$ cat src/rtl/prog_loader_if.sv
// prog_loader_if: bundles the loader's control, byte-stream and
// instruction-memory write signals.
//   start/word_count        load request and word count
//   byte_valid/byte_data    upstream byte stream, byte_ready flows back
//   pgm/addr/data           instruction-memory write port
//   hold_cpu/done/error     status
// Modports: master = the side that issues requests and bytes;
//           slave  = the loader itself.
interface prog_loader_if #(
  parameter int INSTR_ADDR_WIDTH = 20,
  parameter int STEP             = 4
);
  logic                        start;
  logic [INSTR_ADDR_WIDTH:0]   word_count;
  logic                        byte_valid;
  logic [7:0]                  byte_data;
  logic                        byte_ready;
  logic                        pgm;
  logic [INSTR_ADDR_WIDTH-1:0] addr;
  logic [STEP*8-1:0]           data;
  logic                        hold_cpu;
  logic                        done;
  logic                        error;

  modport master (
    output start, word_count, byte_valid, byte_data,
    input  byte_ready, pgm, addr, data, hold_cpu, done, error
  );

  modport slave (
    input  start, word_count, byte_valid, byte_data,
    output byte_ready, pgm, addr, data, hold_cpu, done, error
  );
endinterface

$ cat src/rtl/prog_loader.sv
// prog_loader: byte-stream program loader in front of the instruction
// memory write port. Packs every STEP accepted bytes (little-endian) into a
// word and writes it to consecutive word addresses from 0, holding the core
// stalled for the duration of the load.
// Ports:
//   clk       rising-edge clock
//   rst       asynchronous active-high reset
//   bus       prog_loader_if.slave (start, word_count, byte_valid/ready,
//             byte_data, pgm, addr, data, hold_cpu, done, error)
// Optional feature: define PROG_LOADER_CHECKSUM_EN to append a trailing
// checksum byte after the last word; error reports a mismatch. Without it
// error is constant 0.
module prog_loader #(
  parameter int INSTR_ADDR_WIDTH = 20,
  parameter int STEP             = 4
) (
  input logic         clk,
  input logic         rst,
  prog_loader_if.slave bus
);

  localparam int AW  = INSTR_ADDR_WIDTH;
  localparam int WW  = STEP * 8;
  localparam int BCW = (STEP > 1) ? $clog2(STEP) : 1;

  localparam logic [2:0] S_IDLE  = 3'd0;
  localparam logic [2:0] S_LOAD  = 3'd1;
  localparam logic [2:0] S_WRITE = 3'd2;
  localparam logic [2:0] S_CHECK = 3'd3;
  localparam logic [2:0] S_DONE  = 3'd4;

  localparam logic [AW:0]    MAX_WORDS = {1'b1, {AW{1'b0}}};
  localparam logic [AW:0]    ONE_W     = {{AW{1'b0}}, 1'b1};
  localparam logic [BCW-1:0] LAST_BYTE = BCW'(STEP - 1);

  // Counts beyond the address space would never complete; clamp them.
  function automatic logic [AW:0] sat_count(input logic [AW:0] wc);
    return (wc > MAX_WORDS) ? MAX_WORDS : wc;
  endfunction

  function automatic logic [WW-1:0] put_byte(input logic [WW-1:0] w,
                                             input logic [BCW-1:0] k,
                                             input logic [7:0] b);
    logic [WW-1:0] r;
    r = w;
    for (int j = 0; j < STEP; j++) begin
      if (k == BCW'(j)) r[8*j +: 8] = b;
    end
    return r;
  endfunction

  logic [2:0]     state_q, state_d;
  logic [AW:0]    count_q, count_d;
  logic [AW-1:0]  idx_q, idx_d;
  logic [BCW-1:0] bcnt_q, bcnt_d;
  logic [WW-1:0]  shift_q, shift_d;
  logic           byte_ready_q, byte_ready_d;
  logic           pgm_q, pgm_d;
  logic [AW-1:0]  addr_q, addr_d;
  logic [WW-1:0]  data_q, data_d;
  logic           hold_q, hold_d;
  logic           done_q, done_d;
  logic           accept;
`ifdef PROG_LOADER_CHECKSUM_EN
  logic [7:0]     sum_q, sum_d;
  logic [7:0]     ck_total;
  logic           error_q, error_d;
`endif

  always_comb begin
    state_d = state_q;
    count_d = count_q;
    idx_d   = idx_q;
    bcnt_d  = bcnt_q;
    shift_d = shift_q;
    addr_d  = addr_q;
    data_d  = data_q;
`ifdef PROG_LOADER_CHECKSUM_EN
    sum_d    = sum_q;
    error_d  = error_q;
    ck_total = sum_q + bus.byte_data;
`endif
    // byte_ready is registered, so it already reflects LOAD/CHECK here
    accept = bus.byte_valid && byte_ready_q;

    case (state_q)
      S_IDLE, S_DONE: begin
        if (bus.start) begin
          count_d = sat_count(bus.word_count);
          idx_d   = '0;
          bcnt_d  = '0;
          shift_d = '0;
`ifdef PROG_LOADER_CHECKSUM_EN
          sum_d   = '0;
          error_d = 1'b0;
`endif
          state_d = (bus.word_count == '0) ? S_DONE : S_LOAD;
        end
      end
      S_LOAD: begin
        if (accept) begin
          shift_d = put_byte(shift_q, bcnt_q, bus.byte_data);
`ifdef PROG_LOADER_CHECKSUM_EN
          sum_d   = ck_total;
`endif
          if (bcnt_q == LAST_BYTE) begin
            bcnt_d  = '0;
            state_d = S_WRITE;
          end else begin
            bcnt_d = bcnt_q + 1'b1;
          end
        end
      end
      S_WRITE: begin
        if (({1'b0, idx_q} + ONE_W) == count_q) begin
`ifdef PROG_LOADER_CHECKSUM_EN
          state_d = S_CHECK;
`else
          state_d = S_DONE;
`endif
        end else begin
          state_d = S_LOAD;
        end
        // Hold at the top address rather than wrapping back to 0
        if (idx_q != '1) idx_d = idx_q + 1'b1;
      end
`ifdef PROG_LOADER_CHECKSUM_EN
      S_CHECK: begin
        if (accept) begin
          error_d = (ck_total != 8'd0);
          state_d = S_DONE;
        end
      end
`endif
      default: state_d = S_IDLE;
    endcase

    // Outputs are registered copies of what the next state implies
    byte_ready_d = (state_d == S_LOAD) || (state_d == S_CHECK);
    pgm_d        = (state_d == S_WRITE);
    hold_d       = (state_d == S_LOAD) || (state_d == S_WRITE) || (state_d == S_CHECK);
    done_d       = (state_d == S_DONE);
    if ((state_q == S_LOAD) && (state_d == S_WRITE)) begin
      addr_d = idx_q;
      data_d = shift_d;
    end
  end

  always_ff @(posedge clk or posedge rst) begin
    if (rst) begin
      state_q      <= S_IDLE;
      count_q      <= '0;
      idx_q        <= '0;
      bcnt_q       <= '0;
      shift_q      <= '0;
      byte_ready_q <= 1'b0;
      pgm_q        <= 1'b0;
      addr_q       <= '0;
      data_q       <= '0;
      hold_q       <= 1'b0;
      done_q       <= 1'b0;
`ifdef PROG_LOADER_CHECKSUM_EN
      sum_q        <= '0;
      error_q      <= 1'b0;
`endif
    end else begin
      state_q      <= state_d;
      count_q      <= count_d;
      idx_q        <= idx_d;
      bcnt_q       <= bcnt_d;
      shift_q      <= shift_d;
      byte_ready_q <= byte_ready_d;
      pgm_q        <= pgm_d;
      addr_q       <= addr_d;
      data_q       <= data_d;
      hold_q       <= hold_d;
      done_q       <= done_d;
`ifdef PROG_LOADER_CHECKSUM_EN
      sum_q        <= sum_d;
      error_q      <= error_d;
`endif
    end
  end

  assign bus.byte_ready = byte_ready_q;
  assign bus.pgm        = pgm_q;
  assign bus.addr       = addr_q;
  assign bus.data       = data_q;
  assign bus.hold_cpu   = hold_q;
  assign bus.done       = done_q;
`ifdef PROG_LOADER_CHECKSUM_EN
  assign bus.error      = error_q;
`else
  assign bus.error      = 1'b0;
`endif

endmodule

$ cat src/flat_wrapper.sv
// flat-port wrapper written by rule: the top's interface ports become plain ports
module prog_loader_flat 
#(
  parameter int INSTR_ADDR_WIDTH = 20,
  parameter int STEP             = 4
)
  (clk, rst, bus_start, bus_word_count, bus_byte_valid, bus_byte_data, bus_byte_ready, bus_pgm, bus_addr, bus_data, bus_hold_cpu, bus_done, bus_error);
  prog_loader_if #(.INSTR_ADDR_WIDTH(INSTR_ADDR_WIDTH), .STEP(STEP)) bus_i ();
  input logic clk;
  input logic rst;
  input wire logic [$bits(bus_i.start)-1:0] bus_start;
  input wire logic [$bits(bus_i.word_count)-1:0] bus_word_count;
  input wire logic [$bits(bus_i.byte_valid)-1:0] bus_byte_valid;
  input wire logic [$bits(bus_i.byte_data)-1:0] bus_byte_data;
  output wire logic [$bits(bus_i.byte_ready)-1:0] bus_byte_ready;
  output wire logic [$bits(bus_i.pgm)-1:0] bus_pgm;
  output wire logic [$bits(bus_i.addr)-1:0] bus_addr;
  output wire logic [$bits(bus_i.data)-1:0] bus_data;
  output wire logic [$bits(bus_i.hold_cpu)-1:0] bus_hold_cpu;
  output wire logic [$bits(bus_i.done)-1:0] bus_done;
  output wire logic [$bits(bus_i.error)-1:0] bus_error;
  assign bus_i.start = bus_start;
  assign bus_i.word_count = bus_word_count;
  assign bus_i.byte_valid = bus_byte_valid;
  assign bus_i.byte_data = bus_byte_data;
  assign bus_byte_ready = bus_i.byte_ready;
  assign bus_pgm = bus_i.pgm;
  assign bus_addr = bus_i.addr;
  assign bus_data = bus_i.data;
  assign bus_hold_cpu = bus_i.hold_cpu;
  assign bus_done = bus_i.done;
  assign bus_error = bus_i.error;
  prog_loader #(.INSTR_ADDR_WIDTH(INSTR_ADDR_WIDTH), .STEP(STEP)) u_core (.clk(clk), .rst(rst), .bus(bus_i));
endmodule
$ cat config.mk
export PLATFORM = sky130hd
export DESIGN_NAME = prog_loader_flat
export DESIGN_NICKNAME = d
export VERILOG_FILES = /design/src/rtl/prog_loader_if.sv /design/src/rtl/prog_loader.sv /design/src/flat_wrapper.sv
export SDC_FILE = /design/constraint.sdc
export NUM_CORES = 1
export LEC_CHECK = 0
export ABC_AREA = 1
export ABC_CLOCK_PERIOD_IN_PS = 7010
export BUFFER_PORTS_ARGS = -buffer_cell sky130_fd_sc_hd__buf_2
export CORE_MARGIN = 10
export CORE_UTILIZATION = 40
export DETAILED_ROUTE_END_ITERATION = 8
export GPL_TIMING_DRIVEN = 0
export HOLD_SLACK_MARGIN = 0.03
export SYNTH_ARGS = -nofsm -noshare
export SYNTH_HDL_FRONTEND = slang
export SYNTH_SLANG_ARGS = --single-unit
$ cat constraint.sdc
create_clock -name clk -period 7.01 [get_ports clk]
set_input_delay 0.3505 -clock clk [delete_from_list [all_inputs] [get_ports clk]]
set_output_delay 0.3505 -clock clk [all_outputs]
set_load 0.1 [all_outputs]
# Word level (Yosys, flattened, before mapping)
# Index checks and enable logic that the tools add are counted.
[totals]
out_inout_bits = 57
inputBits = 33
ff_bits = 134
[op_classes]
n_reduce_logical = 14
n_mux = 21
n_eq_ne = 15
add_sub_neg = 3
n_lt_le_gt_ge = 1
[op_table]
columns = ["op", "n"]
rows = [
  ["$mux W32", 2],
  ["$pmux W32 S2", 1],
  ["$mux W20", 2],
  ["$pmux W20 S2", 1],
  ["$mux W8", 4],
  ["$add A20 B1 Y21 const B", 1],
  ["$eq A21 B21 Y1", 1],
  ["$gt A21 B21 Y1 const B", 1],
  ["$logic_not A21 Y1", 1],
  ["$mux W21", 1],
  ["$add A20 B1 Y20 const B", 1],
  ["$ne A20 B20 Y1 const B", 1],
  ["$mux W3", 5],
  ["$eq A3 B2 Y1 const B", 3],
  ["$pmux W3 S3", 1],
  ["$eq A3 B1 Y1 const B", 2],
  ["$eq A3 B3 Y1 const B", 2],
  ["$mux W2", 3],
  ["$reduce_and A3 Y1", 2],
  ["$eq A2 B2 Y1 const B", 2],
  ["$ne A2 B1 Y1 const B", 2],
  ["$pmux W2 S2", 1],
  ["$reduce_bool A2 Y1", 2],
  ["$logic_not A3 Y1", 1],
  ["other kinds (8)", 11],
]

# Longest topological paths before layout
[logic_depth]
ltp_word = 7
mapped_depth = 16
depth_no_buf = 16

# Least setup slack after synthesis
# No wires, ideal clock.
[synth_timing]
path_kind = "register to register"
startpoint = "reg u_core.byte_ready_q, in the netlist u_core.bus.byte_ready"
endpoint = "reg u_core.data_q[21], in the netlist u_core.bus.data[21]"
synth_period_minus_slack_ns = 2.075
t_arrival_ns = 1.955
path_stages_with_launch = 8
setup_time_ns = 0.120
setup_slack_ns = 4.935
cell_sequence = "dfrtp_1 > nand2_1 > inv_1 > nand2_1 > a21oi_1 > o22ai_1 > nand2_1 > nand2_1"
[synth_rtl]
columns = ["item", "line", "rtl"]
rows = [
  ["start, declared", "prog_loader.sv:57", "logic byte_ready_q, byte_ready_d;"],
  ["start signal, assigned", "prog_loader.sv:172", "byte_ready_q <= byte_ready_d;"],
  ["$logic_and A1 B1 Y1", "prog_loader.sv:84", "accept = bus.byte_valid && byte_ready_q;"],
  ["$mux W32", "prog_loader.sv:101", "if (accept) begin"],
  ["$pmux W32 S2", "prog_loader.sv:86", "case (state_q)"],
  ["net u_core.shift_d[21]", "prog_loader.sv:56", "logic [WW-1:0] shift_q, shift_d;"],
  ["end signal, assigned", "prog_loader.sv:175", "data_q <= data_d;"],
  ["end, declared", "prog_loader.sv:60", "logic [WW-1:0] data_q, data_d;"],
]
# The timed path passes the listed nets, and every way through them passes these cells.
# A chain may end at the register's enable or synchronous reset.

# Worst setup path in the final report
[layout_timing]
startpoint = "reg u_core.idx_q[0]"
endpoint = "reg u_core.hold_q, in the netlist u_core.bus.hold_cpu"
[layout_between]
elab_chain_cells = 7
[layout_rtl]
columns = ["item", "line", "rtl"]
rows = [
  ["start, declared", "prog_loader.sv:54", "logic [AW-1:0] idx_q, idx_d;"],
  ["start signal, assigned", "prog_loader.sv:169", "idx_q <= idx_d;"],
  ["$add A20 B1 Y21 *", "prog_loader.sv:115", "if (({1'b0, idx_q} + ONE_W) == count_q) begin"],
  ["$eq A21 B21 Y1 *", "prog_loader.sv:115", ""],
  ["$mux W3 *", "prog_loader.sv:115", ""],
  ["$pmux W3 S3 *", "prog_loader.sv:86", ""],
  ["$eq A3 B1 Y1 or $eq A3 B2 Y1 (tied branches)", "prog_loader.sv:141", "hold_d = (state_d == S_LOAD) || (state_d == S_WRITE) || (state_d == S_CHECK);"],
  ["$logic_or A1 B1 Y1", "prog_loader.sv:141", ""],
  ["$logic_or A1 B1 Y1 *", "prog_loader.sv:141", ""],
  ["net u_core.hold_d", "prog_loader.sv:61", "logic hold_q, hold_d;"],
  ["end signal, assigned", "prog_loader.sv:176", "hold_q <= hold_d;"],
  ["end, declared", "prog_loader.sv:61", ""],
]
# The timed path passes the listed nets; every way through them passes the cells marked *.

==> reports/qor.yml <==
status: "finished, final reports clean"
place_ws_ps: 4793
totalWireLength_um: 16300
worst_path_max_delay_cell: "dfrtp_1"
yosysUniqueCellTypes: 36
synth_adder_area_share: 0.01064
cp.required_ps: 7300
ys_seq_area_frac: 0.5364
globalRouteTotalUtil: 0.1687
rsz0062_at_grt: "no"
setup_viol: 0
overflow: 0
drtAntennaViolNets: 0
hold_depth: 3
rr_startpoint: "u_core.idx_q[0]"
grt_start_max_net_pins: 79
fin_nets: 859
period_share: 0.3199
dieArea_mm2: 0.01994
finalWorstSetupSlack_ps: 4767
cts_max_path_buffers: 2
reg2reg_depth: 14
cts.clk_slew.worst_paths_ps: 60
post-route-min-period_ps: 2243
critPathMostFrequentCell: "nand2_2"
cts_resized: 0
maxSlewHeadroom: 0.4867
synth_edf_count: 0
leakagePower_nw: 3.727
syn2layout_area_growth_pct: 22.14
netlist_area_mm2: 0.005878
yosys_warnings: 0
drc_errors: 0
cts_tree: "built"
hp-class: "in2reg"
cts.sinks: 126
diodes: 0
root_buffer: "clkbuf_16"
clk_latency_ps: 430
tightest_slew_ps: 769.9
peakVddDrop_uv: 439.5
slowest_delay_ps: 450
gp_congestion: 0.8211
whs_endpoint: "u_core.bus.data[31]"
io_pins: 90
cp_max_fo: 7
startpoint_type: "flop"
die_y_um: 141.2
slew_violations: 0
ys_seq_elements: 126
htreeDepth: 4
synth_area_per_cell_um2: 8.256
p_per_area_mw_per_mm2: 475.0
synthSimpleGateAreaFrac: 0.2742
path_cells: "ha_1 > nand2_2 > nor2_4 > nand2_4 > nor2_8 > nand2_2 > nand2_1 > nand3_1 > nor2_1 > nand2_1 > nor2_1 > nand3_2 > nand2_2 > nand3_2"
wl_per_cell_um: 16.01
vias_per_cell: 5.012
min_from: "bus_byte_data[7]"
grt_pass1_wl_um: 26560
layout-drive-gt1-share: 0.1871
port_buffers: 88
synth_xor_area_frac: 0.007237
fp.dieW_um: 141.2
finalHoldViolations: 0
fin_util: 0.4959
r2r-end: "u_core.bus.hold_cpu"
synthArstFlopShare: 1.000
drtIter0Drc: 487
vias: 5102
fmax_mhz: 445.9
endpoint_kind: "flop"
synth_nets: 750
critPathArrivalTime_ps: 2530
dp_hpwl_um: 12280
synth_top_family_by_area: "simple AND/OR/NAND/NOR gates"
ys.flop_type: "dfrtp_1"
rows: 44
antenna_found_initial: 0
start_util: 0.4060
firstDrtPassIters: 7
synthCells: 712
synthMuxAreaShare: 0
criticalPathCategory: "reg2reg"
maxCapViolCount: 0
synth_compound_area_frac: 0.09238
hold_buffers: 1
worstSetupStartpoint: "u_core.idx_q[0]"
cts_inserted_buffers: 17
tns_ps: 0
core-area_mm2: 0.01448
finalPower_mw: 3.410
reg2reg_slack_ps: 4770
grt_pass1_vias: 5218
cts_setup_buffers: 0
skew_ps: 10.48
## state kept, by name (all words and copies together), names as in the netlist
name                   flops
u_core.bus.data           32
u_core.idx_q              20
u_core.bus.done            1
u_core.bus.byte_ready      1
u_core.bus.hold_cpu        1
u_core.shift_q            24
u_core.bcnt_q              2
u_core.bus.addr           20
u_core.bus.pgm             1
u_core.state_q             3
u_core.count_q            21
## cell families (layout without fill, tap and decap cells)
logic type               after synthesis  in the layout
buffers and inverters                118            240
adder cells (fa/ha/maj)                5              5
AND/OR/NAND/NOR                      360            360
flip-flops                           126            126
XOR/XNOR                               4              4
other                                  1              1
AO/OA/AOI/OAI                         98             98
## Yosys cell counts (3+ instances only)
cell type / count / share of area
nand2_1: 219 / 0.14
dfrtp_1: 126 / 0.54
inv_1: 90 / 0.057
nand3_1: 66 / 0.056
o21ai_0: 40 / 0.034
nor2_1: 36 / 0.023
o22ai_1: 36 / 0.038
clkbuf_1: 15 / 0.0096
o21ai_1: 13 / 0.011
nand2_2: 8 / 0.0085
a21oi_1: 7 / 0.0060
nand4_1: 6 / 0.0064
ha_1: 5 / 0.011
inv_2: 5 / 0.0032
buf_2: 3 / 0.0026
nand3_2: 3 / 0.0051
nor2_4: 3 / 0.0057
nor2_8: 3 / 0.010
nor3_1: 3 / 0.0026
nor4_1: 3 / 0.0032
## critical path, delay by kind of cell (launching register included)
kind	cells	cell delay, ps
and+or+nand+nor	13	1430
DFF	1	450
adders and majority gates	1	240
## cell usage in the layout (no fill, tap or decap), drive strengths merged
cell type,n
nand2,229
dfrtp,126
inv,100
buf,95
nand3,69
o21ai,53
nor2,44
o22ai,36
clkbuf,33
a21oi,8
clkinv,8
nand4,6
ha,5
nor3,4
nor4,3
xor2,3
and2,2
bufinv,2
or4,1
or2,1
a22o,1
xnor2,1
nand3b,1
conb,1
clkinvlp,1
dlygate4sd3,1
## power by group
part | total [mW] | internal (mW) | switching [mW] | leakage [nW]
logic | 1.47 | 0.266 | 1.20 | 1.75
clock network | 0.880 | 0.530 | 0.350 | 0.288
registers | 1.06 | 0.954 | 0.107 | 1.69
## worst max path at each step
stage	slack, ps	cells after the start	to
CTS	4770	14	u_core.bus.hold_cpu
global route	4450	14	u_core.bus.hold_cpu
finish	4770	14	u_core.bus.hold_cpu
detailed placement	4790	14	u_core.bus.hold_cpu
global placement	1880	2	u_core.bus.addr[17]
floorplan	3300	1	u_core.bcnt_q[0]
## metal layers
layer	vias to the layer above	wire, um	GRT usage
li1	2511	-	-
met1	2430	6926	0.1977
met2	136	8122	0.2849
met3	25	1018	0.05509
met4	0	232	0.05435
met5	-	0	0
## through the flow
step                hold WS, ps  std cells  area, um^2
finish                    134.9       1018        7179
global route              141.0       1018        7179
CTS                       125.2       1018        7179
detailed placement        412.7        985        6581
global placement          453.7        984        6549
floorplan                 468.3        712        5878
## area by class of cell
cell class / instances / area [um^2]
buffer: 21 / 97.59
inverter: 97 / 369.1
fill: 1431 / 7300
clock inverter: 14 / 158.9
multi-input combinational: 468 / 2263
tap: 184 / 230.2
clock buffer: 18 / 429.2
timing repair buffer: 90 / 478.0
sequential: 126 / 3153
Note: power is estimated with default switching activity, not from simulation.
